$ cat src/rtl/crossing_interval_averager_if.sv
// Interval-in / average-out bundle for the crossing interval averager.
// master drives crossing strobes and ready; slave returns the averaged result.
interface crossing_interval_averager_if #(
    parameter int DW = 8
);
    logic          s_pulse;
    logic [DW-1:0] d_count;
    logic          avg_valid;
    logic          avg_ready;
    logic [DW-1:0] avg_half;
    logic [DW:0]   avg_period;
    logic          locked;
    logic [7:0]    reject_cnt;
    logic          overrun;

    modport master (
        output s_pulse, d_count, avg_ready,
        input  avg_valid, avg_half, avg_period, locked, reject_cnt, overrun
    );

    modport slave (
        input  s_pulse, d_count, avg_ready,
        output avg_valid, avg_half, avg_period, locked, reject_cnt, overrun
    );
endinterface

$ cat src/rtl/crossing_interval_averager.sv
// Qualifies zero-crossing intervals, averages 2^LOG2_N accepted ones and
// publishes half-period / period with a lock flag over valid/ready.
module crossing_interval_averager #(
    parameter int DW       = 8,
    parameter int LOG2_N   = 2,
    parameter int MIN_D    = 2,
    parameter int MAX_D    = 250,
    parameter int LOCK_TOL = 2,
    parameter int LOCK_CNT = 3
) (
    input  logic                          clk,
    input  logic                          reset,
    crossing_interval_averager_if.slave   bus
);
    localparam int AW = DW + LOG2_N;
    localparam int MW = $clog2(LOCK_CNT + 1);

    typedef enum logic {SKIP, RUN} state_t;

    state_t          state_q;
    logic [AW-1:0]   acc_q;
    logic [LOG2_N-1:0] win_q;
    logic [DW-1:0]   prev_q;
    logic            prev_vld_q;
    logic [MW-1:0]   match_q;
    logic            avg_valid_q;
    logic [DW-1:0]   avg_half_q;
    logic [DW:0]     avg_period_q;
    logic            locked_q;
    logic [7:0]      reject_cnt_q;
    logic            overrun_q;

    logic            in_range;
    logic            accept;
    logic            reject;
    logic            complete;
    logic [AW-1:0]   sum_d;
    logic [DW-1:0]   half_d;
    logic [DW:0]     period_d;
    logic [DW-1:0]   diff;
    logic [MW-1:0]   match_d;

    always_comb begin
        in_range = (bus.d_count >= DW'(MIN_D)) && (bus.d_count <= DW'(MAX_D));
        accept   = (state_q == RUN) && bus.s_pulse && in_range;
        reject   = (state_q == RUN) && bus.s_pulse && !in_range;
        complete = accept && (win_q == '1);
        sum_d    = acc_q + AW'(bus.d_count);
        // Slicing the sum is the divide; the period keeps one more LSB.
        half_d   = sum_d[AW-1:LOG2_N];
        period_d = sum_d[AW-1:LOG2_N-1];
        diff     = (half_d >= prev_q) ? (half_d - prev_q) : (prev_q - half_d);
        match_d  = '0;
        if (prev_vld_q && (diff <= DW'(LOCK_TOL))) begin
            match_d = (match_q == MW'(LOCK_CNT)) ? match_q : match_q + 1'b1;
        end
    end

    always_ff @(posedge clk or posedge reset) begin
        if (reset) begin
            state_q      <= SKIP;
            acc_q        <= '0;
            win_q        <= '0;
            prev_q       <= '0;
            prev_vld_q   <= 1'b0;
            match_q      <= '0;
            avg_valid_q  <= 1'b0;
            avg_half_q   <= '0;
            avg_period_q <= '0;
            locked_q     <= 1'b0;
            reject_cnt_q <= '0;
            overrun_q    <= 1'b0;
        end else begin
            // The first strobe after reset closes a partial interval; drop it.
            if (state_q == SKIP && bus.s_pulse) begin
                state_q <= RUN;
            end

            if (accept) begin
                if (complete) begin
                    acc_q <= '0;
                    win_q <= '0;
                end else begin
                    acc_q <= sum_d;
                    win_q <= win_q + 1'b1;
                end
            end

            if (reject && reject_cnt_q != 8'hFF) begin
                reject_cnt_q <= reject_cnt_q + 1'b1;
            end

            if (complete) begin
                avg_valid_q  <= 1'b1;
                avg_half_q   <= half_d;
                avg_period_q <= period_d;
                prev_q       <= half_d;
                prev_vld_q   <= 1'b1;
                match_q      <= match_d;
                locked_q     <= (match_d == MW'(LOCK_CNT));
                if (avg_valid_q && !bus.avg_ready) begin
                    overrun_q <= 1'b1;
                end
            end else if (avg_valid_q && bus.avg_ready) begin
                avg_valid_q <= 1'b0;
            end
        end
    end

    assign bus.avg_valid  = avg_valid_q;
    assign bus.avg_half   = avg_half_q;
    assign bus.avg_period = avg_period_q;
    assign bus.locked     = locked_q;
    assign bus.reject_cnt = reject_cnt_q;
    assign bus.overrun    = overrun_q;
endmodule

$ cat src/flat_wrapper.sv
// flat-port wrapper written by rule: the top's interface ports become plain ports
module crossing_interval_averager_flat 
#(
    parameter int DW       = 8,
    parameter int LOG2_N   = 2,
    parameter int MIN_D    = 2,
    parameter int MAX_D    = 250,
    parameter int LOCK_TOL = 2,
    parameter int LOCK_CNT = 3
)
  (clk, reset, bus_s_pulse, bus_d_count, bus_avg_ready, bus_avg_valid, bus_avg_half, bus_avg_period, bus_locked, bus_reject_cnt, bus_overrun);
  crossing_interval_averager_if #(.DW(DW)) bus_i ();
  input  logic clk;
  input  logic reset;
  input wire logic [$bits(bus_i.s_pulse)-1:0] bus_s_pulse;
  input wire logic [$bits(bus_i.d_count)-1:0] bus_d_count;
  input wire logic [$bits(bus_i.avg_ready)-1:0] bus_avg_ready;
  output wire logic [$bits(bus_i.avg_valid)-1:0] bus_avg_valid;
  output wire logic [$bits(bus_i.avg_half)-1:0] bus_avg_half;
  output wire logic [$bits(bus_i.avg_period)-1:0] bus_avg_period;
  output wire logic [$bits(bus_i.locked)-1:0] bus_locked;
  output wire logic [$bits(bus_i.reject_cnt)-1:0] bus_reject_cnt;
  output wire logic [$bits(bus_i.overrun)-1:0] bus_overrun;
  assign bus_i.s_pulse = bus_s_pulse;
  assign bus_i.d_count = bus_d_count;
  assign bus_i.avg_ready = bus_avg_ready;
  assign bus_avg_valid = bus_i.avg_valid;
  assign bus_avg_half = bus_i.avg_half;
  assign bus_avg_period = bus_i.avg_period;
  assign bus_locked = bus_i.locked;
  assign bus_reject_cnt = bus_i.reject_cnt;
  assign bus_overrun = bus_i.overrun;
  crossing_interval_averager #(.DW(DW), .LOG2_N(LOG2_N), .MIN_D(MIN_D), .MAX_D(MAX_D), .LOCK_TOL(LOCK_TOL), .LOCK_CNT(LOCK_CNT)) u_core (.clk(clk), .reset(reset), .bus(bus_i));
endmodule
$ cat config.mk
export PLATFORM = sky130hd
export DESIGN_NAME = crossing_interval_averager_flat
export DESIGN_NICKNAME = d
export VERILOG_FILES = /design/src/rtl/crossing_interval_averager_if.sv /design/src/rtl/crossing_interval_averager.sv /design/src/flat_wrapper.sv
export SDC_FILE = /design/constraint.sdc
export NUM_CORES = 1
export LEC_CHECK = 0
export CORE_MARGIN = 5
export CORE_UTILIZATION = 55
export CTS_CLUSTER_DIAMETER = 40
export DETAILED_ROUTE_END_ITERATION = 6
export DONT_BUFFER_PORTS = 1
export PLACE_DENSITY = 0.7
export SYNTH_ARGS = -nofsm -noshare
export SYNTH_HDL_FRONTEND = slang
export SYNTH_SLANG_ARGS = --single-unit
$ cat constraint.sdc
create_clock -name clk -period 5.1 [get_ports clk]
set_input_delay 1.02 -clock clk [delete_from_list [all_inputs] [get_ports clk]]
set_output_delay 1.02 -clock clk [all_outputs]
set_load 0.1 [all_outputs]
# [After elaboration in Yosys (flattened, before gate mapping)]
# Cells that the tools add are included.
[totals] memories=0 register_bits=44 latch_bits=0 inputBits=12 mem_bits_ro=0 wordCells=47 ram_bits=0
[op_classes] add_sub_neg=6 magnitude_cmp=4 mux=7 reduce_logical=14 eq_ne=4 shift=0 n_mul=0 n_div=0 bitwise_logic=1
[ops] op="8-bit subtractor" count=2
[ops] op="10-bit by 8-bit adder with 10-bit output" count=1
[ops] op="1-bit logical AND" count=10
[ops] op="10-bit 2-to-1 mux" count=1
[ops] op="8-bit by 1-bit adder with 8-bit output, second input constant" count=1
[ops] op="8-bit by 2-bit >= comparator with 1-bit output, second input constant" count=1
[ops] op="8-bit >= comparator" count=1
[ops] op="8-bit by 2-bit less-or-equal comparator with 1-bit output, second input constant" count=1
[ops] op="8-bit less-or-equal comparator, second input constant" count=1
[ops] op="8-bit 2-to-1 mux" count=1
[ops] op="8-bit inequality test, second input constant" count=1
[ops] op="2-bit == test, second input constant" count=3
[ops] op="2-bit 2-to-1 mux" count=3
[ops] op="2-bit by 1-bit adder with 2-bit output, second input constant" count=2
[ops] op="1-bit logical NOT" count=2
[ops] op="1-bit 2-to-1 mux" count=2
[ops] op="2-bit AND reduction" count=1
[ops] op="2-bit nonzero test" count=1
[ops] op="1-bit inverter" count=1

# [Logic depth before layout (Yosys ltp)]
[logic_depth] depth_word=7 mapped_depth=16 mapped_depth_nobuf=16

# [Least setup slack after synthesis]
# No wires, ideal clock.
[synth_timing] path_kind="input to register" from="in bus_d_count[0]" to="reg u_core.match_q[0]" setup_slack_ps=724 t_required_ps=5008 setup_time_ps=92 t_arrival_ps=4284 stages=16 path_cell_list="ha_1 -> inv_1 -> fa_1 -> nor2b_1 -> o21a_1 -> a311oi_1 -> o2bb2ai_1 -> xor2_1 -> inv_1 -> ha_1 -> or2b_2 -> a21oi_1 -> or4_1 -> a2111oi_1 -> mux2i_1 -> o31ai_2"
[synth_via] elab_chain_len=6
[synth_lines] element="start, declared" line_no="flat_wrapper.sv:16" rtl="input wire logic [$bits(bus_i.d_count)-1:0] bus_d_count;"
[synth_lines] element="10-bit by 8-bit adder with 10-bit output *" line_no="crossing_interval_averager.sv:48" rtl="sum_d = acc_q + AW'(bus.d_count);"
[synth_lines] element="via u_core.sum_d[8]" line_no="crossing_interval_averager.sv:37" rtl="logic [AW-1:0] sum_d;"
[synth_lines] element="8-bit subtractor / 8-bit >= comparator (equally long branches)" line_no="crossing_interval_averager.sv:52" rtl="diff = (half_d >= prev_q) ? (half_d - prev_q) : (prev_q - half_d);"
[synth_lines] element="8-bit 2-to-1 mux *" line_no="crossing_interval_averager.sv:52"
[synth_lines] element="8-bit by 2-bit less-or-equal comparator with 1-bit output *" line_no="crossing_interval_averager.sv:54" rtl="if (prev_vld_q && (diff <= DW'(LOCK_TOL))) begin"
[synth_lines] element="1-bit logical AND *" line_no="crossing_interval_averager.sv:54"
[synth_lines] element="2-bit 2-to-1 mux *" line_no="crossing_interval_averager.sv:54"
[synth_lines] element="end signal, assigned" line_no="crossing_interval_averager.sv:99" rtl="match_q <= match_d;"
[synth_lines] element="end, declared" line_no="crossing_interval_averager.sv:25" rtl="logic [MW-1:0] match_q;"
# The timed path passes the listed nets; every way through them passes the cells marked *.
# A chain may end at the register's enable or synchronous reset.

# [Worst setup path in the final report]
# Same ends and word-level chain as after synthesis.

==> run summary <==
Die W = 79.9 um
clk slew on worst S/H paths = 0.07 ns
vias in the first global route = 2060
Post-synth top flop = dfrtp_1
largest buffer count on any clock path = 2
DP Cell Count = 343
CTS tree = built
Die ar. = 6380 um^2
outcome = finished, final reports clean
gr busiest metal = met2
Area contributors post-synth = dfrtp_1 34%, ha_1 12%, nand2_1 4.6%
max_slew headroom = 30.2%
GRT Overall Usage = 18.9%
met1 Use GR = 22.6%
pin count of the biggest net entering global routing = 37
Synth Area in Simple Gates = 16.0%
HPWL after detailed placement = 4.37 mm
Vias = 2007
Die Ht = 79.9 um
post-layout min period = 4.45 ns
syn avg cell area = 9.30 um^2
register bit total from synthesis = 36
Core ar. = 4720 um^2
final critical-path share of the clock period = 87.3%
# IOs = 40
Avg WL per Cell = 15.7 um
worst min-delay path class = reg -> reg
Layout area overhead = 3.26%
clock latency on the worst-skew pair = 0.28 ns
Post-Syn Instances = 289
Worst Tran Pin Value = 1.05 ns
H-tree levels = 2
post-synth top area share = 33.5%
Max stage delay cell, worst path = or4_1
Clock Skew = 0.00605 ns
Hold Vio Cnt, Final = 0
DRC = 0
max frequency = 225 MHz
# Post-CTS Setup Buffers = 0
CP Data Required Time = 5.29 ns
n_diodes = 0
hold_buf cts = 0
first-pass GRT wire length = 9.48 mm
met3 Use GR = 4.85%
Post-DRT Antenna Nets = 0
CP cell instances = ha_1 -> inv_1 -> fa_1 -> nor2b_1 -> o21a_1 -> a311oi_1 -> o2bb2ai_1 -> xor2_1 -> inv_1 -> ha_1 -> or2b_2 -> a21oi_1 -> or4_1 -> a2111oi_1 -> mux2i_1 -> o31ai_2
most common cell after layout, fill and taps aside = nand2_1
Worst path max stage delay = 0.51 ns
Via density = 5.72
clk root buf = clkbuf_8
initial DRC count = 104
Synth area leader = dfrtp_1
Sink Count = 36
Crit Path Category = in -> reg
crit path capture type = register
final setup TNS = 0 ns
Synthesized Nets = 329
setup violators final = 0
GR Layer Usage met2 = 32.7%
fin cells = 351
Mapped Area = 2690 um^2
CTS Buf Count = 5
final wirelength = 5.52 mm
Async SR Flop Fraction = 100%
Rows = 25
adder-cell area share of the yosys netlist = 13.9%
Syn. warnings = 0
crit path max fanout = 8
Hold WS = 0.471 ns
Cell variety after synth = 57
CP Launch Type = input pin
GR Overflow Total = 0
RSZ-0062 raised after global routing = false
XOR/XNOR Fraction of Synth Area = 5.54%
Max Cap Violations = 0
share of cells above drive strength 1 = 12.3%
Compound-Gate Fraction of Synth Area = 18.6%
nets = 323
port bufs = 0
most frequent cells in the layout = 33 x nand2_1, 30 x inv_1, 28 x dfrtp_1
register area share after synthesis = 33.5%
Initial DRT Pass Iterations = 4
Max Slew Vio Count = 0
WP data arrival = 4.64 ns
antenna violations before repair = 0
number of flops mapped to enable cells by yosys = 0
multiplexer share of the synthesized area = 3.91%
Fillers = 422
Initial Util = 56.9%
routability cong. = 0.899
largest family of logic cells by synthesized area = compound AO/OA/AOI/OAI gates
# resized after CTS = 0
-- synthesized netlist by cell type (2+ instances only) --
cell,instances
o21ba_2,2
or4_1,3
ha_1,25
nand4_1,6
buf_6,3
clkbuf_1,4
xor2_1,8
nor2b_1,4
inv_1,30
o21ai_0,13
o21bai_1,2
o2bb2ai_1,2
a21boi_0,2
a21oi_4,2
nand3b_1,3
fa_1,3
o31ai_1,7
nor2_1,13
a21o_1,2
a22o_1,3
nand2_1,33
mux2i_1,6
mux2_2,4
dfrtp_1,36
buf_4,8
nand2b_1,3
nor3_1,2
or2_2,2
xnor2_1,9
a21oi_1,16
nand3_1,6
nor3b_1,2
-- sequential cells by signal (all words and copies together) (netlist names) --
register,cells
u_core.acc_q,10
u_core.bus.avg_period,9
u_core.bus.avg_valid,1
u_core.bus.locked,1
u_core.bus.overrun,1
u_core.bus.reject_cnt,8
u_core.match_q,2
u_core.prev_vld_q,1
u_core.state_q,1
u_core.win_q,2
-- kinds of logic (layout without fill, tap and decap cells) --
group	after synthesis	after routing
AOI/OAI and AO/OA	66	66
DFF	36	36
buffers and inverters	47	42
adders and majority gates	28	28
xor gates and xnor gates	17	17
and+or+nand+nor	85	85
muxes	10	10
-- per-stage QoR --
stage	util (%)	setup WS [ns]	instance area, um^2
6_report	58.8	0.647	2780
2_1_floorplan	-	0.724	2690
3_5_place_dp	57.0	0.328	2690
5_1_grt	58.8	0.332	2780
4_1_cts	58.8	0.616	2780
3_3_place_gp	57.0	0.439	2690
-- final timing paths --
check / startpoint / to / slack, ns / depth (start not counted)
worst max-delay path: bus_d_count[0] / u_core.match_q[0] / 0.65 / 16
min in group asynchronous: reset / u_core.win_q[1] / 0.73 / 2
worst min-delay path: u_core.state_q / u_core.state_q / 0.47 / 1
worst max register to register: u_core.acc_q[0] / u_core.match_q[0] / 1.00 / 16
max in group asynchronous: reset / u_core.bus.avg_period[1] / 4.01 / 2
worst min register to register: u_core.state_q / u_core.state_q / 0.47 / 1
-- final cells by class --
type | instances | area [um^2] | area share [%]
Clock buffer | 7 | 76.3 | 2.75
Clock inverter | 1 | 5.00 | 0.180
Inverter | 30 | 113 | 4.06
Multi-Input combinational cell | 206 | 1560 | 56.1
Sequential cell | 36 | 911 | 32.8
Tap cell | 67 | 83.8 | 3.02
Timing Repair Buffer | 4 | 30.0 | 1.08
-- routing by layer --
| metal | routed length [um] | part of all wire (%) | up-vias |
|---|---|---|---|
| met1 | 2480 | 45 | 974 |
| met3 | 308 | 5.6 | 8 |
| met5 | 0 | 0 | - |
| li1 | - | - | 981 |
| met4 | 104 | 1.9 | 0 |
| met2 | 2640 | 48 | 44 |
-- worst max-delay path, delay by kind of cell --
kind	cells	cell delay (ns)
AO/OA/AOI/OAI	6	1.47
AND/OR/NAND/NOR	3	0.78
buffers and inverters	2	0.14
XOR/XNOR	1	0.25
adder cells (fa/ha/maj)	3	0.78
multiplexers	1	0.20
Power is not shown: default switching activity piles up to over one toggle a cycle in this logic, so the estimate is an artifact.
